==> src/rtl/w_load_align_unit.sv <==
// Load alignment unit: issues one or two aligned word reads, merges, shifts and extends to XLEN (MISALIGN_TRAP_EN traps crossing loads).
// Latency: 4 cycles aligned, 6 crossing, 2 illegal (accept to o_con_valid); memory stall adds cycles.
// Backpressure: o_con_ready only in IDLE; upstream holds its request until accepted.
module w_load_align_unit #(
    parameter int XLEN = 32
) (
    input  logic            clk,
    input  logic            rst,
    input  logic            i_con_valid,
    output logic            o_con_ready,
    input  logic [XLEN-1:0] i_data_addr,
    input  logic [2:0]      i_con_loadsig,
    output logic            o_mem_req,
    output logic [XLEN-1:0] o_mem_addr,
    input  logic            i_mem_rvalid,
    input  logic [XLEN-1:0] i_mem_rdata,
    output logic            o_con_valid,
    output logic [XLEN-1:0] o_data_Wdata,
    output logic            o_con_err
);
    localparam int NB   = XLEN / 8;
    localparam int OFFW = $clog2(NB);
    localparam logic [OFFW+3:0] NBW = (OFFW + 4)'(NB);

    localparam logic [2:0] S_IDLE = 3'd0;
    localparam logic [2:0] S_RD0  = 3'd1;
    localparam logic [2:0] S_WT0  = 3'd2;
    localparam logic [2:0] S_RD1  = 3'd3;
    localparam logic [2:0] S_WT1  = 3'd4;
    localparam logic [2:0] S_RESP = 3'd5;

    logic [2:0]      state;
    logic [XLEN-1:0] addr_q;
    logic [2:0]      sig_q;
    logic            cross_q;
    logic [XLEN-1:0] beat0_q;
    logic [XLEN-1:0] data_q;
    logic            err_q;

    logic [3:0]      in_size;
    logic            in_legal;
    logic [OFFW+3:0] in_end;
    logic            in_cross;
    logic [XLEN-1:0] aligned;

    // Size of zero marks a code that is illegal for this XLEN.
    function automatic logic [3:0] size_of(input logic [2:0] sig);
        case (sig)
            3'b000, 3'b100: size_of = 4'd1;
            3'b001, 3'b101: size_of = 4'd2;
            3'b010:         size_of = 4'd4;
            3'b110:         size_of = (XLEN == 64) ? 4'd4 : 4'd0;
            3'b011:         size_of = (XLEN == 64) ? 4'd8 : 4'd0;
            default:        size_of = 4'd0;
        endcase
    endfunction

    function automatic logic [XLEN-1:0] extract(input logic [2*XLEN-1:0] merged,
                                                input logic [OFFW-1:0]   off,
                                                input logic [2:0]        sig);
        logic [2*XLEN-1:0] shifted;
        logic [XLEN-1:0]   sh;
        logic [XLEN-1:0]   res;
        logic [3:0]        sz;
        logic              top;
        shifted = merged >> {off, 3'b000};
        sh      = shifted[XLEN-1:0];
        sz      = size_of(sig);
        case (sz)
            4'd1:    top = sh[7];
            4'd2:    top = sh[15];
            4'd4:    top = sh[31];
            default: top = 1'b0;
        endcase
        res = '0;
        for (int b = 0; b < NB; b++) begin
            res[b*8 +: 8] = (b < int'(sz)) ? sh[b*8 +: 8] : {8{top & ~sig[2]}};
        end
        return res;
    endfunction

    always_comb begin
        in_size  = size_of(i_con_loadsig);
        in_legal = (in_size != 4'd0);
        in_end   = {4'b0000, i_data_addr[OFFW-1:0]} + {{OFFW{1'b0}}, in_size};
        in_cross = (in_end > NBW);
    end

    assign aligned      = {addr_q[XLEN-1:OFFW], {OFFW{1'b0}}};
    assign o_con_ready  = (state == S_IDLE);
    assign o_mem_req    = (state == S_RD0) || (state == S_RD1);
    assign o_mem_addr   = (state == S_RD0) ? aligned :
                          (state == S_RD1) ? aligned + XLEN'(NB) : '0;
    assign o_con_valid  = (state == S_RESP);
    assign o_data_Wdata = data_q;
    assign o_con_err    = err_q;

    always_ff @(posedge clk) begin
        if (rst) begin
            state   <= S_IDLE;
            addr_q  <= '0;
            sig_q   <= 3'b000;
            cross_q <= 1'b0;
            beat0_q <= '0;
            data_q  <= '0;
            err_q   <= 1'b0;
        end else begin
            case (state)
                S_IDLE: begin
                    if (i_con_valid) begin
                        addr_q  <= i_data_addr;
                        sig_q   <= i_con_loadsig;
                        cross_q <= in_cross;
                        if (!in_legal) begin
                            state  <= S_RESP;
                            data_q <= '0;
                            err_q  <= 1'b1;
`ifdef MISALIGN_TRAP_EN
                        end else if (in_cross) begin
                            state  <= S_RESP;
                            data_q <= '0;
                            err_q  <= 1'b1;
`endif
                        end else begin
                            state <= S_RD0;
                        end
                    end
                end
                S_RD0: state <= S_WT0;
                S_WT0: begin
                    if (i_mem_rvalid) begin
                        beat0_q <= i_mem_rdata;
                        if (cross_q) begin
                            state <= S_RD1;
                        end else begin
                            state  <= S_RESP;
                            data_q <= extract({{XLEN{1'b0}}, i_mem_rdata}, addr_q[OFFW-1:0], sig_q);
                            err_q  <= 1'b0;
                        end
                    end
                end
                S_RD1: state <= S_WT1;
                S_WT1: begin
                    if (i_mem_rvalid) begin
                        state  <= S_RESP;
                        data_q <= extract({i_mem_rdata, beat0_q}, addr_q[OFFW-1:0], sig_q);
                        err_q  <= 1'b0;
                    end
                end
                S_RESP:  state <= S_IDLE;
                default: state <= S_IDLE;
            endcase
        end
    end
endmodule

==> config.mk <==
export PLATFORM = sky130hd
export DESIGN_NAME = w_load_align_unit
export DESIGN_NICKNAME = d
export VERILOG_FILES = /design/src/rtl/w_load_align_unit.sv
export SDC_FILE = /design/constraint.sdc
export NUM_CORES = 1
export LEC_CHECK = 0
export ABC_AREA = 1
export CAP_MARGIN = 20
export CORE_ASPECT_RATIO = 0.8
export CORE_MARGIN = 3
export CORE_UTILIZATION = 50
export CTS_BUF_LIST = sky130_fd_sc_hd__clkbuf_4 sky130_fd_sc_hd__clkbuf_8 sky130_fd_sc_hd__clkbuf_16
export CTS_CLUSTER_SIZE = 16
export DETAILED_ROUTE_END_ITERATION = 8
export PLACE_DENSITY = 0.84
export SLEW_MARGIN = 20
export SYNTH_ARGS = -nofsm -noshare
export SYNTH_HDL_FRONTEND = slang
export SYNTH_SLANG_ARGS = --single-unit
export TNS_END_PERCENT = 50
==> constraint.sdc <==
create_clock -name clk -period 2.88 [get_ports clk]
set_clock_uncertainty 0.15 [all_clocks]
set_input_delay 0.576 -clock clk [delete_from_list [all_inputs] [get_ports clk]]
set_output_delay 0.576 -clock clk [all_outputs]
set_load 0.05 [all_outputs]
==> results of run 1 <==
worst max-delay path: stages, from the launching register on:
cell and delay (ns):
dfxtp_1 0.37, inv_1 0.12, nor2_2 0.13, inv_2 0.07
nor2_2 0.27, clkinvlp_4 0.13, buf_4 0.21, o22ai_1 0.29
buf_12 0.18
kinds of logic (layout without fill, tap and decap cells):
kind of cell    after synthesis  in the layout  share of synthesized area, %
simple gates                625            625                          37.5
compound gates              214            214                          18.7
buf+inv                     179            288                          11.0
flops                       104            104                          30.3
xor+xnor                     13             13                          1.66
fa+ha+maj                     4              4                         0.837
other cells                   1              2                        0.0545
how the worst max path moves through the flow:
stage	start	endpoint	slack, ns	cells past startpoint
2_1_floorplan	state[0]	o_mem_addr[31]	-0.20	7
5_1_grt	state[0]	o_mem_addr[19]	-0.07	8
3_5_place_dp	i_con_loadsig[0]	cross_q	0.21	10
4_1_cts	addr_q[2]	o_mem_addr[20]	0.0003	10
3_3_place_gp	addr_q[2]	o_mem_addr[18]	0.33	10
6_report	state[0]	o_mem_addr[21]	0.02	8
cell type report:
type	instances	area [µm²]	share of cell area (%)
multi-input cells	858	4190	46.1
flip-flops and latches	104	2090	23.0
repair buffers	164	1840	20.3
inverters	107	409	4.50
clock buffers	12	254	2.79
well taps	175	219	2.41
clock inverters	4	77.6	0.854
repair inverters	1	7.51	0.0826
metal layers:
metal | up-vias | part of all wire (%) | routed length (µm) | GRT usage [%]
met1 | 3563 | 48 | 11600 | 51.3
met2 | 532 | 37 | 8880 | 37.0
met5 | - | 0 | 0 | 0
li1 | 3950 | - | - | -
met4 | 0 | 1.1 | 259 | 5.32
met3 | 29 | 15 | 3540 | 11.9
sequential cells by signal, indices dropped and copies added (netlist names):
register and flops:
beat0_q 32, state 3, cross_q 1, sig_q 3, o_data_Wdata 32, addr_q 32
o_con_err 1
cells in the mapped netlist, drive strengths merged, types with 4 or more instances:
master / instances / area, µm²
a211oi: 58 / 435
a21oi: 64 / 332
a31oi: 8 / 50.1
buf: 38 / 225
clkbuf: 34 / 129
dfxtp: 104 / 2080
inv: 104 / 390
nand2: 320 / 1210
nand3: 108 / 541
nand3b: 7 / 52.6
nand4: 4 / 25.0
nor2: 156 / 596
nor3: 24 / 120
o211ai: 7 / 52.6
o21ai: 57 / 285
o22ai: 17 / 106
or2: 4 / 25.0
xor2: 13 / 114
timing repair:
item / in CTS / in global routing
pin swaps: 0 / 1
buffers inserted: 0 / 3
gates cloned: 0 / 1
setup endpoints to repair: 7 / 26
resized for setup: 5 / 35
through the flow:
step	setup slack [ns]	total power [W]	hold WS, ns	utilization (%)	instances
after CTS	0.000263	0.00738	0.319	67.9	1421
after detailed placement	0.215	0.00600	0.308	65.2	1405
final	0.0154	0.00752	0.317	69.1	1425
after global placement	0.326	0.00595	0.303	65.2	1405
after floorplan	-0.196	0.00477	0.290	-	1141
after global routing	-0.0667	0.00795	0.340	69.1	1425
power groups by stage:
stage / registers [W] / logic (W) / clock network [W]
3_3_place_gp: 0.00207 / 0.00389 / 0
6_report: 0.00206 / 0.00409 / 0.00137
5_1_grt: 0.00210 / 0.00441 / 0.00143
2_1_floorplan: 0.00253 / 0.00225 / 0
4_1_cts: 0.00205 / 0.00396 / 0.00138
3_5_place_dp: 0.00207 / 0.00393 / 0
cell usage in the layout, fill, tap and decap left out, types with 3 or more instances in the layout:
cell type	synthesis	layout
dfxtp_1	104	100
o21ai_0	56	47
nor2_1	154	143
inv_1	99	98
o21ai_1	1	9
ha_1	3	3
nor3_2	0	13
or2_2	4	4
o22ai_2	0	3
clkinvlp_4	0	3
nor3_1	24	11
nand2_1	317	315
dfxtp_2	0	3
buf_4	8	31
o22ai_1	17	14
nor2_2	1	11
nand3b_1	7	7
a211oi_1	58	58
a31oi_1	8	8
clkdlybuf4s50_1	0	105
o211ai_1	7	7
nand2_2	3	5
a21oi_1	63	61
nand4_1	4	4
clkbuf_16	0	9
xor2_1	13	13
inv_2	5	5
nand3_1	108	106
buf_12	0	28
==> impl_metrics.toml, run 1 <==
[pwr]
share_seq_of_total_power_pct = 27.4
internal_power_w = 0.00391
switching_fraction_pct = 47.9
power.density_cell_area_mw_per_mm2 = 827
pwr-share-clk_pct = 18.2
vdd_ir_drop_max_mv = 0.583
power.combinational.fraction_pct = 54.4
net-switching-power_w = 0.00360
total_leakage_power_nw = 3.55

[clock_tree]
clock_latency_of_the_later_clocked_register_in_the_worst_skew_pair_ns = 0.35
tritoncts.num_buffers = 9
cts_root_buffer = "clkbuf_16"
count_of_hold_fix_buffers_inserted_at_cts = 0
cts_tree = "yes"
clock_path_buffers = 2
clk_transition_reported_paths_ns = 0.07
cts-htree-levels = 3
cts_num_sinks = 104

[setup_path]
critical_path_class = "flop to output port"
timing.critical_path.from_type = "flop"
r2r_start = "state[1]"
crit-reg2reg-capture = "o_data_Wdata[21]"
worstPathRequired_ns = 2.15
critical_path_arrival_ns = 2.14
critical_path.max_fanout = 11
setup.reg_to_reg.worst_slack_ns = 0.32
crit_path_end_kind = "output port"
rr_worst_depth = 12

[die]
placementRows = 37
placeableCoreArea_mm2 = 0.0131
initial_utilization_pct = 52.3
fp.dieArea_mm2 = 0.0152
design.portCount = 139
dieHeight_um = 111
die_w_um = 137

[grt]
grt.total_usage_pct = 31.1
gr-total-overflow = 0
pin_count_of_the_biggest_net_entering_global_routing = 60
antenna_violations_before_repair = 0
first_global_vias = 6930
grt_first_pass_wirelength_mm = 37.7

[detailed_routing]
wl_mm = 24.3
drc = 0
detail_route.first_pass.iterations = 7
drt-vias-per-instance = 5.67
detailedRoute.firstIterationViolations = 1197
ant_nets = 0
route.detailed.wl_per_inst_um = 17.0
num_vias = 8074

[timing]
final-hold-violation-count = 0
layout_min_cycle_time_ns = 2.86
totalNegativeSetupSlack_ns = 0
grt_setup_unrepaired = "true"
report.final.slew_viol_count = 0
finalSetupViolations = 0
timing_worst_slew_pin_value_ns = 0.783
timing.slew.headroom_pct = 47.7
timing.fmax_mhz = 349
min_period_over_period_pct = 99.5

[placement]
port_buffers = 136
postPlaceCellArea_mm2 = 0.00858
finalWeightedCongestion = 1.01
dpl.hpwl_mm = 18.0

[finish]
final_area_mm2 = 0.00909
nFillCells = 1203
final_layout_size_suffix_gt1_share_pct = 10.6
post_layout_nets = 1320
antenna_cells_inserted = 0
synthToLayoutAreaGrowth_pct = 32.2

[synth]
syn_inst = 1140
ys_seq_elements = 104
yosys_warnings = 0
synth-main-ff-cell = "dfxtp_1"
fraction_of_registers_with_async_set_reset_pct = 0
synth-seq-area-share_pct = 30.3
yosys.cell_types.count = 36
synth_edf_count = 0
synth_area_mm2 = 0.00688
synthesis.area_per_instance_um2 = 6.03

[worst_hold_path]
hold_path_depth = 2
min_to = "o_data_Wdata[4]"
worstHoldPathType = "flop to flop"
holdCritStartpoint = "o_data_Wdata[4]"

[run]
drv.max_cap_violation_count = 0

[run_status]
outcome = "finished, final reports clean"
No activity file was read; power rests on OpenSTA's default activity.
==> inputs of run 2 (changes only) <==
- CELL_PAD_IN_SITES_DETAIL_PLACEMENT: unset -> 0
- CELL_PAD_IN_SITES_GLOBAL_PLACEMENT: unset -> 1
- CORE_UTILIZATION: 50 -> 36
- PLACE_DENSITY: 0.84 -> 0.88
==> run 2 against run 1 <==
Power is 1.1% lower; largest cell class unchanged; sequential share of layout area down 0.23 points; critical path depth did not move; cell count grew 5.8%; non-clock buffer count grew 5; combinational power rose by 1%; final area rose by 0.84%.
==> impl_metrics.toml, run 2 (same netlist as run 1, synthesis figures left out) <==
[run_status]
outcome = "finished, final reports clean"

[grt]
pin_count_of_the_biggest_net_entering_global_routing = 76
antenna_violations_before_repair = 0
grt_first_pass_wirelength_mm = 38.8
grt.total_usage_pct = 23.3
first_global_vias = 6843
gr-total-overflow = 0

[detailed_routing]
route.detailed.wl_per_inst_um = 16.3
drt-vias-per-instance = 5.14
detail_route.first_pass.iterations = 5
detailedRoute.firstIterationViolations = 873
num_vias = 7751
wl_mm = 24.6
ant_nets = 0
drc = 0

[run]
drv.max_cap_violation_count = 0

[finish]
register_area_mm2 = 0.00209
nFillCells = 1915
multi_input_combinational_cell_area_mm2 = 0.00417
post_layout_nets = 1324
final_common_cell = "nand2_1"
most-common-layout-cells = "nand2_1 (314), nor2_1 (143), nand3_1 (107), clkdlybuf4s50_1 (104), dfxtp_1 (101)"
instances_no_fill = 1507
final_layout_size_suffix_gt1_share_pct = 10.5
synthToLayoutAreaGrowth_pct = 33.3
antenna_cells_inserted = 0

[setup_path]
critical_path_class = "flop to output port"
r2r_start = "state[1]"
worstPathRequired_ns = 2.15
critical_path_arrival_ns = 2.11
timing.critical_path.from_type = "flop"
crit_path_end_kind = "output port"
critical_path.max_fanout = 7
setup.worst_path.start = "addr_q[20]"

[die]
design.portCount = 139
die_w_um = 161
fp.dieArea_mm2 = 0.0208
placementRows = 44
initial_utilization_pct = 37.3
dieHeight_um = 130
placeableCoreArea_mm2 = 0.0184

[placement]
finalWeightedCongestion = 0.970
placed_cells_incl_taps = 1489
dpl.hpwl_mm = 18.4
port_buffers = 136
placement.setup.worst_slack_ns = 0.201

[clock_tree]
cts_tree = "yes"
cts-htree-levels = 3
tritoncts.num_buffers = 9
cts_root_buffer = "clkbuf_16"
clock_latency_of_the_later_clocked_register_in_the_worst_skew_pair_ns = 0.36
cts_num_sinks = 104
clk_transition_reported_paths_ns = 0.08
clock_path_buffers = 2

[timing]
layout_min_cycle_time_ns = 2.84
setup_slack_ns = 0.0402
grt_setup_unrepaired = "true"
timing_worst_slew_pin_value_ns = 0.746
totalNegativeSetupSlack_ns = 0
final-hold-violation-count = 0
report.final.slew_viol_count = 0
timing.slew.headroom_pct = 50.2
min_period_over_period_pct = 98.6
hold-worst-slack_ns = 0.315
finalSetupViolations = 0
timing.fmax_mhz = 352

[pwr]
power.density_cell_area_mw_per_mm2 = 811
vdd_ir_drop_max_mv = 0.368
total_leakage_power_nw = 3.57

[worst_hold_path]
holdCritStartpoint = "o_data_Wdata[1]"
worstHoldPathType = "flop to flop"
-- run 2: cell types whose count changed in the layout (fill, tap and decap cells not counted), moves of 2 or more --
cell        change
buf_4           +5
bufinv_16       -2
clkbuf_4        -2
clkinvlp_4      -2
inv_6           +2
-- run 2: metal layers --
| metal | global-route usage [%] | up-vias | wire length (µm) |
|---|---|---|---|
| li1 | - | 3953 | - |
| met1 | 39.0 | 3444 | 13000 |
| met2 | 29.2 | 340 | 8970 |
| met3 | 5.72 | 14 | 2390 |
| met4 | 3.88 | 0 | 199 |
| met5 | 0 | - | 0 |
-- run 2: stage by stage --
step / utilization (%) / power [W] / area (µm²)
CTS: 48.9 / 0.00738 / 9020
detailed placement: 47.3 / 0.00611 / 8720
floorplan: - / 0.00477 / 6890
global route: 49.7 / 0.00791 / 9160
global placement: 47.3 / 0.00610 / 8720
finish: 49.7 / 0.00743 / 9160
-- run 2: power breakdown --
| group | switching [W] | internal [W] | total (W) | leakage (nW) |
|---|---|---|---|---|
| Clock | 0.000611 | 0.000651 | 0.00126 | 0.149 |
| Combinational | 0.00279 | 0.00134 | 0.00414 | 2.57 |
| Sequential | 0.000263 | 0.00177 | 0.00203 | 0.853 |
| Total | 0.00367 | 0.00376 | 0.00743 | 3.57 |
-- run 2: path summary, 6_finish.rpt --
check / endpoint / cells past startpoint / slack (ns)
setup / recovery: o_mem_addr[30] / 8 / 0.04
hold / removal: o_data_Wdata[1] / 2 / 0.32
setup reg to reg: o_data_Wdata[10] / 11 / 0.45
hold reg to reg: o_data_Wdata[1] / 2 / 0.32
-- run 2: timing repair --
action | in CTS | in global routing
setup endpoints to repair | 1 | 22
buffers inserted | 0 | 2
gates resized for setup | 1 | 33
pin swaps | 0 | 0
hold buffers | 0 | 0
-- run 2: area by class of cell --
| type | count | share of cell area [%] |
|---|---|---|
| Tap cell | 253 | 3.45 |
| Sequential cell | 104 | 22.8 |
| Clock buffer | 11 | 2.76 |
| Inverter | 107 | 4.42 |
| Multi-Input combinational cell | 858 | 45.5 |
| Clock inverter | 5 | 0.505 |
| Timing Repair Buffer | 169 | 20.6 |
-- run 2: worst max-delay path, stage by stage (launching register included) --
cell and delay, ns:
dfxtp_1 0.45, nand2_1 0.10, nor3_2 0.28, nand2_1 0.18
nor2_1 0.14, nand2_1 0.07, xor2_1 0.14, o22ai_1 0.21
buf_12 0.18
